[src/rtl/p16_uart_rx.sv]
// 8/N/1 UART receiver: 2-flop synchroniser, mid-bit sampling FSM, one-entry valid/ready output register.
// Define UART_RX_MAJORITY_EN to take each bit as the 2-of-3 majority of the last three mid-bit samples.
module p16_uart_rx #(
    parameter int CLK_FREQ = 250000,
    parameter int BAUD     = 9600
) (
    input  logic       i_clk,
    input  logic       i_rst,
    input  logic       i_in,
    output logic [7:0] o_data,
    output logic       o_valid,
    input  logic       i_ready,
    output logic       o_frame_err,
    output logic       o_overrun
);

    // state  | meaning
    // IDLE   | line idle, waiting for a falling edge
    // START  | timing to mid start bit, rejects short low glitches
    // DATA   | sampling 8 data bits LSB-first at mid-bit
    // STOP   | sampling stop bit, delivering or flagging the byte
    // BREAK  | stop bit was low, waiting for the line to return high

    localparam int CLKS_PER_BIT = CLK_FREQ / BAUD;
    localparam int HALF_BIT     = CLKS_PER_BIT / 2;
    localparam int CW           = $clog2(CLKS_PER_BIT) + 1;

    localparam logic [CW-1:0] C_FULL = CW'(CLKS_PER_BIT - 1);
    localparam logic [CW-1:0] C_HALF = CW'(HALF_BIT - 1);
    localparam logic [CW-1:0] C_ZERO = '0;
    localparam logic [CW-1:0] C_ONE  = CW'(1);

    typedef enum logic [2:0] {
        S_IDLE,
        S_START,
        S_DATA,
        S_STOP,
        S_BREAK
    } state_t;

    state_t          r_state;
    logic            r_sync1;
    logic            r_rx_s;
    logic [CW-1:0]   r_cnt;
    logic [2:0]      r_idx;
    logic [7:0]      r_shift;
    logic [7:0]      r_data;
    logic            r_valid;
    logic            r_frame_err;
    logic            r_overrun;
    logic            w_tick;
    logic            w_bit;

    always_ff @(posedge i_clk or posedge i_rst) begin
        if (i_rst) begin
            r_sync1 <= 1'b1;
            r_rx_s  <= 1'b1;
        end else begin
            r_sync1 <= i_in;
            r_rx_s  <= r_sync1;
        end
    end

    assign w_tick = (r_cnt == C_ZERO);

`ifdef UART_RX_MAJORITY_EN
    logic r_s2;
    logic r_s1;

    // Early samples at counter 2 and 1 keep the decision point, and thus latency, at counter 0.
    always_ff @(posedge i_clk or posedge i_rst) begin
        if (i_rst) begin
            r_s2 <= 1'b1;
            r_s1 <= 1'b1;
        end else begin
            if (r_cnt == CW'(2)) r_s2 <= r_rx_s;
            if (r_cnt == C_ONE)  r_s1 <= r_rx_s;
        end
    end

    assign w_bit = (r_s2 & r_s1) | (r_s2 & r_rx_s) | (r_s1 & r_rx_s);
`else
    assign w_bit = r_rx_s;
`endif

    always_ff @(posedge i_clk or posedge i_rst) begin
        if (i_rst) begin
            r_state     <= S_IDLE;
            r_cnt       <= C_ZERO;
            r_idx       <= 3'd0;
            r_shift     <= 8'h00;
            r_data      <= 8'h00;
            r_valid     <= 1'b0;
            r_frame_err <= 1'b0;
            r_overrun   <= 1'b0;
        end else begin
            r_frame_err <= 1'b0;
            r_overrun   <= 1'b0;

            // Consumer handshake; a delivery in STOP below overrides this clear.
            if (r_valid && i_ready) r_valid <= 1'b0;

            case (r_state)
                S_IDLE: begin
                    if (!r_rx_s) begin
                        r_state <= S_START;
                        r_cnt   <= C_HALF;
                    end
                end
                S_START: begin
                    if (w_tick) begin
                        if (w_bit) begin
                            r_state <= S_IDLE;
                        end else begin
                            r_state <= S_DATA;
                            r_cnt   <= C_FULL;
                            r_idx   <= 3'd0;
                        end
                    end else begin
                        r_cnt <= r_cnt - C_ONE;
                    end
                end
                S_DATA: begin
                    if (w_tick) begin
                        r_shift <= {w_bit, r_shift[7:1]};
                        r_idx   <= r_idx + 3'd1;
                        r_cnt   <= C_FULL;
                        if (r_idx == 3'd7) r_state <= S_STOP;
                    end else begin
                        r_cnt <= r_cnt - C_ONE;
                    end
                end
                S_STOP: begin
                    if (w_tick) begin
                        if (w_bit) begin
                            if (!r_valid || i_ready) begin
                                r_data  <= r_shift;
                                r_valid <= 1'b1;
                            end else begin
                                r_overrun <= 1'b1;
                            end
                            r_state <= S_IDLE;
                        end else begin
                            r_frame_err <= 1'b1;
                            r_state     <= S_BREAK;
                        end
                    end else begin
                        r_cnt <= r_cnt - C_ONE;
                    end
                end
                S_BREAK: begin
                    if (r_rx_s) r_state <= S_IDLE;
                end
                default: begin
                    r_state <= S_IDLE;
                    r_cnt   <= C_ZERO;
                end
            endcase
        end
    end

    assign o_data      = r_data;
    assign o_valid     = r_valid;
    assign o_frame_err = r_frame_err;
    assign o_overrun   = r_overrun;

endmodule

[config.mk]
export PLATFORM = sky130hd
export DESIGN_NAME = p16_uart_rx
export DESIGN_NICKNAME = d
export VERILOG_FILES = /design/src/rtl/p16_uart_rx.sv
export SDC_FILE = /design/constraint.sdc
export NUM_CORES = 1
export LEC_CHECK = 0
export ABC_CLOCK_PERIOD_IN_PS = 3800
export CORE_UTILIZATION = 35
export CTS_CLUSTER_DIAMETER = 150
export DETAILED_ROUTE_END_ITERATION = 8
export HOLD_SLACK_MARGIN = 0.12
export PLACE_DENSITY = 0.56
export SYNTH_ARGS = -nofsm -noshare
export SYNTH_HDL_FRONTEND = slang
export SYNTH_SLANG_ARGS = --single-unit
[constraint.sdc]
create_clock -name i_clk -period 3.8 [get_ports i_clk]
set_input_delay 0.57 -clock i_clk [delete_from_list [all_inputs] [get_ports i_clk]]
set_output_delay 0.57 -clock i_clk [all_outputs]
set_load 0.1 [all_outputs]
**Yosys cells after proc, flatten, opt, wreduce, memory -nomap -nowiden**

Cells that the tools add are included.

- Register bits after elaboration: 33
- Logic and storage cells: 69

- Add/subtract/negate cells: 2
- Equality and inequality tests: 14
- Muxes and demuxes: 31
- Bitwise logic cells: 1
- Reduce and logical (&&, ||, !) cells: 11

Operators by type and width:

| operator | count |
|---|---|
| two-way mux 3 bit | 10 |
| two-way mux 6 bit | 5 |
| case mux 6 bit (5 select lines) | 1 |
| inequality test 2 bit, second input constant | 8 |
| case mux 3 bit (5 select lines) | 1 |
| two-way mux 1 bit | 12 |
| AND reduction 4 bit | 3 |
| == test 3 x 2 -> 1 bit, second input constant | 2 |
| == test 3 bit, second input constant | 2 |
| logical NOT 6 bit | 1 |
| case mux 3 bit (2 select lines) | 1 |
| AND reduction 6 bit | 1 |
| subtractor 6 x 1 -> 6 bit, second input constant | 1 |
| adder 3 x 1 -> 3 bit, second input constant | 1 |
| == test 3 x 1 -> 1 bit, second input constant | 1 |
| logical NOT 3 bit | 1 |
| inequality test 3 bit, second input constant | 1 |
| two-way mux 2 bit | 1 |
| AND reduction 2 bit | 1 |
| nonzero test 2 bit | 1 |
| logical AND 1 bit | 1 |
| logical NOT 1 bit | 1 |
| logical OR 1 bit | 1 |
| inverter 1 bit | 1 |

**Logic depth before layout (Yosys ltp)**

- Depth in word-level cells: 6
- Gate-level depth with buffers: 8
- Gate-level depth less buffers: 6

**Least setup slack after synthesis**

Ideal clock, no wire load.

- Kind: reg2reg
- Start point: register r_cnt[0]
- End point: register r_data[0] (netlist: o_data[0])
- Data arrival time: 1995 ps
- Required time: 3675 ps
- Setup slack: 1680 ps
- Cell stages (with the launch flop): 8
- Buffers on the path: 1
- Clock period less this slack: 2120 ps
- Path through: dfrtp_1 > inv_1 > ha_1 > nor4bb_1 > nand4_1 > nor2b_1 > buf_2 > mux2_2

- Longest elaborated chain between the ends: 2

Ends and longest elaborated chain:

| item | line | RTL |
|---|---|---|
| from (decl) | 44 | `logic [CW-1:0] r_cnt;` |
| from (signal assigned) | 120 | `r_cnt <= r_cnt - C_ONE;` |
| from (signal assigned) | 130 | `r_cnt <= r_cnt - C_ONE;` |
| from (signal assigned) | 148 | `r_cnt <= r_cnt - C_ONE;` |
| logical NOT 6 bit | 64 | `assign w_tick = (r_cnt == C_ZERO);` |
| AND reduction 4 bit (no source line) | -- |  |
| to (signal assigned) | 137 | `r_data <= r_shift;` |
| to (decl) | 47 | `logic [7:0] r_data;` |

Every way passes these cells.
A chain may end at the register's enable or synchronous reset.

**Worst setup path in the final report**

- Start point: register r_cnt[0]
- End point: register r_data[6] (netlist: o_data[6])

The elaborated chain is that of the path after synthesis.

==> impl_metrics.yaml <==
routing:
  drt-total-wl_mm: 3.10
  wire_per_inst_um: 15.1
  drt_first_pass_iters: 4
  drc_errors: 0
  dr_total_vias: 1091
  viasPerCell: 5.32
  ant_nets: 0
  dr.first_iter.drc_count: 92
setup_path:
  setup.worst_path.class: "reg2reg"
  startpoint: "r_cnt[0]"
  path_max_fanout: 8
  cp.required_ps: 3960
  cp_cell_sequence: "inv_1 > ha_1 > nor4bb_1 > nand4_1 > nor2b_1 > mux2_2"
  critical-path-max-stage-delay_ps: 650
  arrival_ps: 2870
  rr_startpoint: "r_cnt[0]"
  cp_top_family: "simple AND/OR/NAND/NOR gates"
  crit_path_end_kind: "register"
  slowest_stage: "nor4bb_1"
  path_buf_inv: 1
  start_kind: "register"
synth:
  synthMuxAreaShare_pct: 14.8
  yosysSeqAreaShare_pct: 52.0
  ys_types: 40
  synth_area_um2: 1590
  synth_xor_xnor_area_share_pct: 0
  async_reset_ff_share_pct: 100
  ys_seq_elements: 33
  synth_top_family_by_area: "multiplexers"
  syn_inst: 139
  synth_nets: 146
  synth_area_per_cell_um2: 11.5
  synthAdderAreaFrac_pct: 2.36
  synth_edf_count: 0
  ys_warn_count: 0
  synthSimpleGateAreaFrac_pct: 13.4
  synth_ff_type: "dfrtp_1"
  synth_compound_gate_area_share_pct: 13.2
sta:
  rsz0062_at_grt: "no"
  fmax_mhz: 369
  finalCritPeriodShare_pct: 71.3
  timing.slew.headroom_pct: 35.1
  period_needed_ps: 2710
  tns_ps: 0
  clock_skew_ps: 6.00
  setup_viol: 0
  worst_slew_pin_slew_ps: 971
  slew_viol_final: 0
  final-hold-violation-count: 0
status:
  status: "complete, no violations"
global_routing:
  gr-total-overflow: 0
  grt_util_all_layers_pct: 14.7
  grt_pass1_wl_mm: 5.46
  grt_max_degree: 27
  grt_pass1_vias: 1070
  antenna_found_initial: 0
placement:
  gp_congestion: 0.821
  numPortBuffers: 14
  dp_hpwl_mm: 2.16
pwr:
  leakage_nw: 0.860
  irDropWorstVdd_mv: 0.184
  combPwrFrac_pct: 30.9
  power.density_nw_per_um2: 644
  switching_share_pct: 35.1
  power.clock.fraction_pct: 27.9
  p_switching_mw: 0.423
  seqPwrFrac_pct: 41.2
  p_int_mw: 0.782
floorplanning:
  initial_utilization_pct: 36.6
  die-area_um2: 4820
  ios: 15
  fp.dieW_um: 69.5
  row_count: 24
  coreArea_um2: 4350
  die_h_um: 69.5
final_layout:
  fin_util_pct: 43.0
  finalNetCount: 159
  drive_gt1_share_pct: 20.3
  area_growth_pct: 17.4
  antenna_cells: 0
run:
  cap_violations: 0
clocking:
  clk_latency_ps: 280
  cts_tree: "done"
  cts_buffers: 5
  post_cts_buffers: 0
  ctsHoldBuffers: 0
  cts_root_buffer: "clkbuf_8"
  htreeDepth: 2
  cts_resized: 0
  clock_path_buffers: 2
  cts_sinks: 33
  path_clk_slew_ps: 70
worst_hold_path:
  hold_class: "reg2reg"
  holdCritStartpoint: "r_sync1"
## synthesized netlist by cell type (all sizes together), types with 2 or more instances
library cell,n,area [um^2]
nand2,6,22.5
nand3,3,15.0
dfrtp,31,776
nor4,2,12.5
ha,3,37.5
dfstp,2,52.6
o221ai,2,17.5
nor2b,2,12.5
nand3b,3,22.5
mux2i,3,30.0
a31oi,2,12.5
a21oi,7,35.0
buf,3,27.5
nand2b,3,18.8
o22ai,2,12.5
or2,2,12.5
o21ai,5,25.0
clkbuf,6,23.8
nor2,14,52.6
o2bb2ai,2,17.5
inv,4,15.0
mux2,16,206
or3,2,12.5
## final timing paths
kind                                   to  cells past startpoint  slack, ps
worst min register to register     r_rx_s                      0        360
worst max-delay path            o_data[6]                      6       1090
max in group asynchronous         r_sync1                      3       2580
min in group asynchronous       o_overrun                      2        540
worst max register to register  o_data[6]                      6       1090
worst min-delay path               r_rx_s                      0        360
## kinds of logic after synthesis
| group | Yosys count |
|---|---|
| multiplexers | 19 |
| AND/OR/NAND/NOR | 41 |
| flip-flops | 33 |
| buffers and inverters | 13 |
| AO/OA/AOI/OAI | 30 |
| adder cells (fa/ha/maj) | 3 |
## cell type report
cell class,instances,area [um^2]
Clock buffer,7,86.3
Clock inverter,1,30.0
Fill cell,412,2480
Inverter,4,15.0
Multi-Input combinational cell,93,698
Sequential cell,33,828
Tap cell,52,65.1
Timing Repair Buffer,15,148
## layout by cell type, fill, tap and decap left out, types with 2 or more instances in the layout
cell type        instances
dfrtp_1                 31
nor2_1                  14
clkdlybuf4s50_1         14
mux2_2                   9
mux2_4                   7
a21oi_1                  7
nand2_1                  6
clkbuf_8                 6
o21ai_0                  5
inv_1                    4
nand2b_1                 3
nand3_1                  3
mux2i_1                  3
nand3b_1                 3
ha_1                     3
nor2b_1                  2
or3_1                    2
or2_2                    2
o2bb2ai_1                2
o221ai_1                 2
a31oi_1                  2
nor4_1                   2
o22ai_1                  2
dfstp_2                  2
## flip-flops by register name (all words and copies together), names as in the netlist
signal       cells
o_overrun        1
r_state          3
r_idx            3
r_cnt            6
r_rx_s           1
o_frame_err      1
o_data           8
r_shift          8
r_sync1          1
o_valid          1
## through the flow
stage	hold slack, ps	power (mW)	cells	setup slack [ps]	instance area, um^2
3_5_place_dp	354	0.872	197	1100	1750
2_1_floorplan	345	0.806	139	1680	1590
6_report	360	1.21	205	1090	1870
4_1_cts	361	1.21	205	1090	1870
5_1_grt	363	1.29	205	798	1870
3_3_place_gp	348	0.867	197	1220	1750
## per-layer routing
metal  share of wire [%]  track usage (%)
met1                  50             20.6
met2                  45             21.7
met3                 3.8             4.36
met4                 1.2             4.99
met5                   0                0
## power by group through the flow
stage	clock (mW)	combinational, mW	sequential [mW]
detailed placement	0	0.373	0.500
global route	0.361	0.423	0.506
floorplan	0	0.328	0.478
global placement	0	0.368	0.499
CTS	0.346	0.373	0.494
finish	0.337	0.372	0.496
Note: power is estimated with default switching activity, not from simulation.
